==> src/rtl/if_id_fetch_queue_pkg.sv <==
// Pipeline types shared by the IF/ID queue and the downstream ID/EXE pipeline registers.
package if_id_fetch_queue_pkg;

  localparam int PIPE_W = 32;

  typedef struct packed {
    logic [PIPE_W-1:0] pc;
    logic [PIPE_W-1:0] instr;
  } fetch_word_t;

endpackage

==> src/rtl/if_id_fetch_queue_fifo_ram.sv <==
// DEPTH-entry register file holding fetch words: synchronous write, asynchronous read.
module if_id_fetch_queue_fifo_ram
  import if_id_fetch_queue_pkg::*;
#(
  parameter int DEPTH = 4,
  parameter int AW    = 2
) (
  input  logic          clk,
  input  logic          we,
  input  logic [AW-1:0] waddr,
  input  fetch_word_t   wdata,
  input  logic [AW-1:0] raddr,
  output fetch_word_t   rdata
);

  fetch_word_t mem_q [DEPTH];

  // NOTE: storage has no reset; the pointers and count alone decide which entries are live.
  always_ff @(posedge clk) begin
    if (we) begin
      mem_q[waddr] <= wdata;
    end
  end

  assign rdata = mem_q[raddr];

endmodule

==> src/rtl/if_id_fetch_queue.sv <==
// In-order IF->ID decoupling queue with full-driven IF freeze and branch flush.
module if_id_fetch_queue
  import if_id_fetch_queue_pkg::*;
#(
  parameter int DEPTH = 4,
  parameter int AW    = 2
) (
  input  logic              clk,
  input  logic              rst,
  input  logic              flush,
  input  logic              in_valid,
  input  logic [PIPE_W-1:0] in_pc,
  input  logic [PIPE_W-1:0] in_instr,
  output logic              freeze_if,
  output logic              out_valid,
  output logic [PIPE_W-1:0] out_pc,
  output logic [PIPE_W-1:0] out_instr,
  input  logic              out_ready,
  output logic [AW:0]       count
);

  localparam logic [AW:0] DEPTH_CNT = (AW + 1)'(DEPTH);

  logic [AW-1:0] rd_ptr_q, rd_ptr_d;
  logic [AW-1:0] wr_ptr_q, wr_ptr_d;
  logic [AW:0]   count_q, count_d;
  logic          full, empty, push, pop, ram_we;
  fetch_word_t   wr_word, rd_word;

  assign full  = (count_q == DEPTH_CNT);
  assign empty = (count_q == '0);
  assign push  = in_valid & ~full;
  assign pop   = ~empty & out_ready;

  // Write only on an accepted, unflushed push so X data from an idle IF never reaches storage.
  assign ram_we  = push & ~flush;
  assign wr_word = '{pc: in_pc, instr: in_instr};

  // NOTE: every always_comb output gets a default first, so no path can infer a latch.
  always_comb begin
    rd_ptr_d = rd_ptr_q;
    wr_ptr_d = wr_ptr_q;
    count_d  = count_q;
    if (flush) begin
      rd_ptr_d = wr_ptr_q;
      count_d  = '0;
    end else begin
      if (push) wr_ptr_d = wr_ptr_q + 1'b1;
      if (pop)  rd_ptr_d = rd_ptr_q + 1'b1;
      case ({push, pop})
        2'b10:   count_d = count_q + 1'b1;
        2'b01:   count_d = count_q - 1'b1;
        default: count_d = count_q;
      endcase
    end
  end

  // NOTE: state registers use non-blocking assignments so every flop samples pre-edge values.
  always_ff @(posedge clk or negedge rst) begin
    if (!rst) begin
      rd_ptr_q <= '0;
      wr_ptr_q <= '0;
      count_q  <= '0;
    end else begin
      rd_ptr_q <= rd_ptr_d;
      wr_ptr_q <= wr_ptr_d;
      count_q  <= count_d;
    end
  end

  if_id_fetch_queue_fifo_ram #(
    .DEPTH (DEPTH),
    .AW    (AW)
  ) u_fifo_ram (
    .clk   (clk),
    .we    (ram_we),
    .waddr (wr_ptr_q),
    .wdata (wr_word),
    .raddr (rd_ptr_q),
    .rdata (rd_word)
  );

  assign freeze_if = full;
  assign out_valid = ~empty;
  assign out_pc    = empty ? '0 : rd_word.pc;
  assign out_instr = empty ? '0 : rd_word.instr;
  assign count     = count_q;

endmodule

==> config.mk <==
export PLATFORM = sky130hd
export DESIGN_NAME = if_id_fetch_queue
export DESIGN_NICKNAME = d
export VERILOG_FILES = /design/src/rtl/if_id_fetch_queue_pkg.sv /design/src/rtl/if_id_fetch_queue_fifo_ram.sv /design/src/rtl/if_id_fetch_queue.sv
export SDC_FILE = /design/constraint.sdc
export NUM_CORES = 1
export LEC_CHECK = 0
export ABC_AREA = 1
export CORE_MARGIN = 5
export CORE_UTILIZATION = 51
export CTS_BUF_LIST = sky130_fd_sc_hd__clkbuf_8
export CTS_CLUSTER_SIZE = 30
export DETAILED_ROUTE_END_ITERATION = 8
export GPL_TIMING_DRIVEN = 0
export PLACE_DENSITY_LB_ADDON = 0.08
export SYNTH_ARGS = -nofsm -noshare
export SYNTH_HDL_FRONTEND = slang
export SYNTH_SLANG_ARGS = --single-unit
export TNS_END_PERCENT = 1
==> constraint.sdc <==
create_clock -name clk -period 7.7 [get_ports clk]
set_clock_uncertainty 0.15 [all_clocks]
set_input_delay 0.77 -clock clk [delete_from_list [all_inputs] [get_ports clk]]
set_output_delay 0.77 -clock clk [all_outputs]
set_load 0.02 [all_outputs]
Word level (Yosys, flattened, before mapping)
Memory sizes are Yosys's and may differ from the RTL's.
Cells that the tools add are included.
Word-level totals
  register bits after elaboration: 7
  memory bits (writable): 256
  input bits: 69
  output and inout bits: 69
  memories: 1
Cells by class
  $add $sub $neg: 4
  equality and inequality tests: 3
  multiplexer cells: 8
  bitwise logic cells: 6
  reductions and logical operators: 4
Memories
  u_fifo_ram.mem_q: depth 4, width 64, read ports 1, clocked after Yosys merged registers in 0, write ports 1, RTL line if_id_fetch_queue_fifo_ram.sv:16  | fetch_word_t mem_q [DEPTH];
Operators with widths (count)
  $mux 32: 2
  $pmux 3 s2: 1
  $add 2x1->2 const B: 2
  $mux 2: 2
  $add 3x1->3 const B: 1
  $and 1x1->1: 3
  $eq 3x3->1 const B: 1
  $logic_not 3->1: 1
  $mux 3: 1
  $not 1->1: 3
  $reduce_bool 3->1: 1
  $sub 3x1->3 const B: 1
  $eq 2x1->1 const B: 1
  $eq 2x2->1 const B: 1
  $mux 1: 2
  $reduce_and 2->1: 1
  $reduce_bool 2->1: 1

Logic depth before layout (Yosys ltp)
Gate-level depths: netlist of the first run.
  depth after elaboration: 6
  gate-level depth with buffers: 12

Modules after synthesis
A second synthesis of the first run with hierarchy kept.
Second synthesis, totals
  cells, all modules: 1199
  area, all modules: 11741.3 um2
By module, submodules not included
  if_id_fetch_queue_fifo_ram: instances 1, cells an instance 1010, area an instance 10761.6 um2, seq. area each 7687.4 um2
  if_id_fetch_queue: instances 1, cells an instance 189, area an instance 979.7 um2, seq. area each 175.2 um2

Worst setup path after synthesis of the first run
OpenSTA, ideal clock, no wires.
  path kind: in2reg
  start: in flush
  end: mem u_fifo_ram.mem_q[0][0] in the netlist's numbering, enable pin
  setup time: 487 ps
  data arrival time: 3744 ps
  required time: 7063 ps
  setup slack: 3320 ps
  cell stages on the path: 3
  cells stage by stage: inv_1 > nand2_1 > nor2_1
Between the ends
  longest elaborated chain between the ends: 4
Ends and longest elaborated chain
  start: declaration: RTL line if_id_fetch_queue.sv:10  | input logic flush,
  $not 1->1 (no line)
  $and 1x1->1: RTL line if_id_fetch_queue.sv:36  | assign ram_we = push & ~flush;
  $mux 1: RTL line if_id_fetch_queue_fifo_ram.sv:20  | if (we) begin
  $mux 1 (not written as such): RTL line if_id_fetch_queue_fifo_ram.sv:21  | mem_q[waddr] <= wdata;
  end: declaration: RTL line if_id_fetch_queue_fifo_ram.sv:16
No other way between the ends.

Worst setup path after layout of the first run
  start: reg rd_ptr_q[0]
  end: out out_instr[19]
Between the ends
  longest elaborated chain between the ends: 2
Ends and longest elaborated chain
  start: declaration: RTL line if_id_fetch_queue.sv:24  | logic [AW-1:0] rd_ptr_q, rd_ptr_d;
  start signal: assignment: RTL line if_id_fetch_queue.sv:65  | rd_ptr_q <= rd_ptr_d;
  $mem_v2 4x64
  $mux 32: RTL line if_id_fetch_queue.sv:86  | assign out_instr = empty ? '0 : rd_word.instr;
  end: declaration: RTL line if_id_fetch_queue.sv:17  | output logic [PIPE_W-1:0] out_instr,
No other way between the ends.

==> impl_metrics.json, run 1 <==
{
  "slowest_stage_cell_on_the_critical_path": "clkdlybuf4s50_1",
  "height_of_the_die_um": 152.5,
  "critical_path_arrival_ps": 2750,
  "postSynthRegisterBits": 263,
  "globalplace.congestion": 0.7786,
  "timing_max_transition_violations_final": 0,
  "syn_area_per_cell_um2": 12.63,
  "row_count": 52,
  "postRouteAntennaNets": 0,
  "actual_transition_at_the_worst_max_transition_pin_ps": 713.4,
  "h-tree-depth": 2,
  "sum_of_buffers_and_inverters_on_the_critical_path": 5,
  "period_needed_ps": 3673,
  "setup.worst_path.end_class": "primary output",
  "power.ir.vdd_worst_mv": 0.2333,
  "drt_pre_antenna_iters": 5,
  "cts_tree": "done",
  "ordered_list_of_cells_on_the_worst_path": "buf_4 -> inv_2 -> buf_6 -> clkbuf_1 -> o21ai_0 -> a21oi_1 -> clkdlybuf4s50_1",
  "post-route-drc-count": 0,
  "synth_simple_gate_area_share_pct": 10.66,
  "synthesis.yosys.warnings": 0,
  "cts.sink_count": 263,
  "cts_post_setup_buffers_inserted": 0,
  "tns_ps": 0,
  "area_fraction_in_compound_gates_after_synthesis_pct": 9.484,
  "max_freq_ghz": 0.2722,
  "report.final.setup_viol": 0,
  "setup.worst_path.class": "register to primary output",
  "synthDominantAreaCellType": "edfxtp_1",
  "placed_wire_length_estimate_after_detailed_placement_mm": 14.66,
  "global_route.overflow_total": 0,
  "synth_top_cells_by_area": "edfxtp_1, nor2_1, o21ai_0, a21oi_1, dfrtp_1",
  "drv.max_cap_violation_count": 0,
  "syn-cell-area_um2": 10360,
  "post_cts.resized_instances": 0,
  "net_count_after_synthesis": 894,
  "seq_area_frac_synth_pct": 75.92,
  "routed-via-count": 6806,
  "final_nets": 1083,
  "crit_fanout": 10,
  "post-route-period-util_pct": 47.70,
  "power_density_nw_per_um2": 379.5,
  "synth_adder_area_share_pct": 0.6766,
  "cts_made_buffers": 42,
  "drt-vias-per-instance": 5.191,
  "rsz0062_at_grt": "false",
  "numPortBuffers": 137,
  "netlist.area_leader.share_pct": 74.23,
  "finalHoldViolCount": 0,
  "routed_wire_length_per_instance_um": 18.10,
  "setup.worst_path.start_class": "register",
  "grtUsageTotal_pct": 20.12,
  "timing.max_slew.rel_slack_pct": 52.33,
  "post_synth_num_cell_types": 24,
  "wl_mm": 23.74,
  "io_pins": 138,
  "area.growth.synth_to_final_pct": 25.40,
  "worst_path_largest_cell_delay_ps": 660,
  "timing.critical_path.max_delay_family": "buffers and inverters",
  "grt_start_max_net_pins": 29,
  "synth-xor-area-share_pct": 0.1691,
  "die_w_um": 152.5,
  "dr.first_iter.drc_count": 395,
  "run_status": "finished, final reports clean",
  "worstSkewPairLatency_ps": 540,
  "antenna_found_initial": 2,
  "synthMuxAreaShare_pct": 0,
  "clk_pin_slew_ps": 60,
  "syn-instance-count": 820,
  "drive_gt1_share_pct": 9.231,
  "min_path_type": "input port to asynchronous set/reset pin",
  "cts_max_path_buffers": 3,
  "floorplan.initialDensity_pct": 51.51,
  "ctsRootBufferMaster": "clkbuf_8",
  "die-area_um2": 23260,
  "p_total_w": 0.004928,
  "cp.required_ps": 6780,
  "grt_pass1_vias": 6771,
  "cts.hold.buffers_added": 0,
  "first_pass_grt_wire_length_mm": 36.86,
  "core_um2": 20100,
  "leakage_power_nw": 4.503,
  "synth_top_family_by_area": "simple AND/OR/NAND/NOR gates"
}
## cell type report
cell class / instances / area (um^2)
clock buffers: 44 / 605.6
flip-flops and latches: 263 / 7863
repair buffers: 145 / 1531
clock inverters: 31 / 122.6
fillers: 1569 / 7118
multi-input cells: 492 / 2203
well taps: 270 / 337.8
plain buffers: 49 / 260.3
diodes: 1 / 2.502
inverters: 16 / 60.06
## stage by stage
step	hold WS, ps	cells	setup WS, ps	instance area [um^2]	util, %
after CTS	348.1	1310	3965	12980	64.58
final	363.6	1311	4027	12990	64.59
after detailed placement	428.8	1235	4299	12260	60.96
after global placement	418.7	1227	453.1	12070	60.01
after floorplan	324.4	820	3320	10360	-
after global routing	376.6	1311	3850	12990	64.59
## cell usage after synthesis
| library cell | instances |
|---|---|
| edfxtp_1 | 256 |
| fa_1 | 1 |
| o21ai_1 | 4 |
| nand3b_1 | 1 |
| clkbuf_2 | 1 |
| ha_1 | 4 |
| inv_2 | 2 |
| nor4_2 | 1 |
| clkbuf_1 | 13 |
| xnor2_1 | 1 |
| o21ai_0 | 124 |
| nand3_1 | 4 |
| dfrtp_1 | 7 |
| nor2_1 | 264 |
| nor3_1 | 1 |
| xor2_1 | 1 |
| buf_2 | 24 |
| o22ai_1 | 1 |
| inv_1 | 14 |
| buf_4 | 6 |
| a21oi_1 | 67 |
| nand2_1 | 18 |
| buf_6 | 3 |
| buf_1 | 2 |
## cell usage in the layout, fill, tap and decap left out, drive strengths merged
master	count
clkinvlp	1
nor4	1
nand2	18
ha	4
clkbuf	58
nor3	1
inv	35
edfxtp	256
o22ai	1
a21oi	67
o21ai	128
xnor2	1
fa	1
xor2	1
buf	43
nand3	4
nor2	264
nand3b	1
diode	1
clkdlybuf4s50	137
clkinv	11
dfrtp	7
## state kept, by name (all words and copies together), names as in the netlist
signal and flops:
wr_ptr_q 2, rd_ptr_q 2, count 3, u_fifo_ram.mem_q 256
## logic make-up (layout without fill, tap and decap cells)
kind of cell,after synthesis,in the layout
xor gates and xnor gates,2,2
adders and majority gates,5,5
AOI/OAI and AO/OA,196,196
buffers and inverters,65,285
DFF,263,263
other,0,1
and+or+nand+nor,289,289
## final timing paths
kind / startpoint / end / slack (ps) / depth (start not counted)
hold reg to reg: count[2] / count[2] / 440 / 2
min in group clk: count[2] / count[2] / 440 / 2
max in group asynchronous: rst / rd_ptr_q[1] / 6750 / 1
setup reg to reg: count[0] / u_fifo_ram.mem_q[2][1] / 5060 / 8
setup / recovery: rd_ptr_q[0] / out_instr[19] / 4030 / 7
hold / removal: rst / wr_ptr_q[0] / 360 / 1
## where the power goes
group / leakage [nW] / switching, W / internal [W]
Sequential: 2.41 / 0.0000425 / 0.00174
Clock: 0.440 / 0.000501 / 0.000526
Combinational: 1.65 / 0.00132 / 0.000802
## per-layer routing
| metal | wire [um] | share of wire [%] | up-vias | GRT usage (%) |
|---|---|---|---|---|
| met5 | 13 | 0.055 | - | 0 |
| met4 | 488 | 2.1 | 2 | 6.364 |
| met3 | 1685 | 7.1 | 37 | 4.345 |
| met2 | 11580 | 49 | 233 | 33.51 |
| met1 | 9964 | 42 | 3252 | 26.77 |
| li1 | - | - | 3282 | - |
Note: power is estimated with default switching activity, not from simulation.
==> inputs of run 2 (changes only) <==
==> constraint.sdc (replaced) <==
create_clock -name clk -period 3.4 [get_ports clk]
set_clock_uncertainty 0.15 [all_clocks]
set_input_delay 0.34 -clock clk [delete_from_list [all_inputs] [get_ports clk]]
set_output_delay 0.34 -clock clk [all_outputs]
set_load 0.02 [all_outputs]
==> run 2 against run 1 <==
  * Routed wire length grew 0.26%
  * Highest routed layer unchanged
  * Combinational power grew 130%
  * Total power grew 130%
==> impl_metrics.json, run 2 (synthesis results as in run 1) <==
{
  "post-route-cell-area_um2": 13000,
  "cp.required_ps": 2910,
  "cts_max_path_buffers": 3,
  "run_status": "finished, final reports clean",
  "worst_r2r_path_depth": 8,
  "drive_gt1_share_pct": 9.318,
  "postRouteAntennaNets": 0,
  "dr.first_iter.drc_count": 346,
  "ctsRootBufferMaster": "clkbuf_8",
  "leakage_power_nw": 4.510,
  "die_w_um": 152.5,
  "final_critical_path_setup_slack_ps": 170.8,
  "drv.max_cap_violation_count": 0,
  "grt_start_max_net_pins": 29,
  "final_nets": 1084,
  "grtUsageTotal_pct": 20.13,
  "final.fill_count": 1567,
  "crit_fanout": 10,
  "largest_register_ffs": 256,
  "wl_mm": 23.80,
  "most_frequent_cells_in_the_layout": "nor2_1, edfxtp_1, clkdlybuf4s50_1",
  "height_of_the_die_um": 152.5,
  "setup.worst_path.class": "register to primary output",
  "global_route.overflow_total": 0,
  "cts_tree": "done",
  "max_freq_ghz": 0.3097,
  "antenna_found_initial": 2,
  "numPortBuffers": 137,
  "multi_input_area_um2": 2203,
  "clk_pin_slew_ps": 60,
  "power.ir.vdd_worst_mv": 0.5284,
  "pre_cts_slack_ps": 428.5,
  "grt_pass1_vias": 6774,
  "holdPathStages": 1,
  "first_pass_grt_wire_length_mm": 36.88,
  "critical_path_arrival_ps": 2740,
  "routed-via-count": 6775,
  "ordered_list_of_cells_on_the_worst_path": "buf_4 -> inv_2 -> buf_6 -> clkbuf_1 -> o21ai_0 -> a21oi_1 -> clkdlybuf4s50_1",
  "h-tree-depth": 2,
  "drt_pre_antenna_iters": 5,
  "dpl_cell_area_um2": 12260,
  "tns_ps": 0,
  "setup.worst_path.start_class": "register",
  "post-route-period-util_pct": 94.98,
  "area.growth.synth_to_final_pct": 25.50,
  "largest_register": "u_fifo_ram.mem_q",
  "cts_made_buffers": 42,
  "final_common_cell": "nor2_1",
  "finalHoldViolCount": 0,
  "timing_max_transition_violations_final": 0,
  "post-route-drc-count": 0,
  "report.final.setup_viol": 0,
  "min_path_type": "input port to register",
  "drt-vias-per-instance": 5.164,
  "die-area_um2": 23260,
  "row_count": 52,
  "hold_slack_ps": 294.9,
  "setup.worst_path.end_class": "primary output",
  "worstSkewPairLatency_ps": 540,
  "power_density_nw_per_um2": 858.8,
  "io_pins": 138,
  "placed_wire_length_estimate_after_detailed_placement_mm": 14.66,
  "globalplace.congestion": 0.7786,
  "actual_transition_at_the_worst_max_transition_pin_ps": 707.7,
  "slowest_stage_cell_on_the_critical_path": "clkdlybuf4s50_1",
  "cts_post_setup_buffers_inserted": 0,
  "timing.max_slew.rel_slack_pct": 52.71,
  "seq_area_um2": 7863,
  "worst_path_largest_cell_delay_ps": 670,
  "cts.sink_count": 263,
  "period_needed_ps": 3229,
  "routed_wire_length_per_instance_um": 18.14,
  "finish.utilization_pct": 64.65,
  "floorplan.initialDensity_pct": 51.51,
  "core_um2": 20100
}
## run 2: metrics by stage
stage / total power, W / instances
finish: 0.01116 / 1312
global route: 0.01183 / 1312
CTS: 0.01130 / 1311
detailed placement: 0.008965 / 1235
global placement: 0.008896 / 1227
floorplan: 0.006800 / 820
## run 2: routing by layer
layer / share of wire [%] / GRT usage, % / vias to the layer above
met3: 6.8 / 4.345 / 37
met1: 42 / 26.77 / 3242
li1: - / - / 3280
met2: 49 / 33.55 / 214
met4: 2.1 / 6.364 / 2
met5: 0.055 / 0 / -
## run 2: worst paths after layout
kind / end / slack (ps) / startpoint
min reg2reg: count[2] / 440 / count[2]
max: out_instr[19] / 170 / rd_ptr_q[0]
max in group asynchronous: rd_ptr_q[1] / 2300 / rst
min in group asynchronous: wr_ptr_q[0] / 510 / rst
min: u_fifo_ram.mem_q[3][35] / 290 / in_pc[3]
max reg2reg: u_fifo_ram.mem_q[2][1] / 760 / count[0]
## run 2: critical path: cells and delay by family (launching register included)
kind | cells | cell delay, ps
compound gates | 2 | 430
flops | 1 | 360
buf+inv | 5 | 1420
## run 2: power breakdown
group | switching, W | internal, W | leakage (nW)
logic | 0.00298 | 0.00182 | 1.66
clock network | 0.00114 | 0.00119 | 0.440
registers | 0.0000957 | 0.00394 | 2.41
total | 0.00421 | 0.00695 | 4.51
## run 2: cell type report
| type | instances | area share (%) |
|---|---|---|
| inverters | 16 | 0.4621 |
| repair buffers | 146 | 11.86 |
| multi-input cells | 492 | 16.95 |
| clock buffers | 44 | 4.659 |
| flip-flops and latches | 263 | 60.49 |
| plain buffers | 49 | 2.012 |
| well taps | 270 | 2.599 |
| diodes | 1 | 0.01925 |
| clock inverters | 31 | 0.9434 |
## run 2: repair_timing
item / CTS / global route
hold buffers: 1 / 0
gates resized for setup: 0 / 2
endpoints found under the hold margin: 7 / 0
setup endpoints to repair: 0 / 1
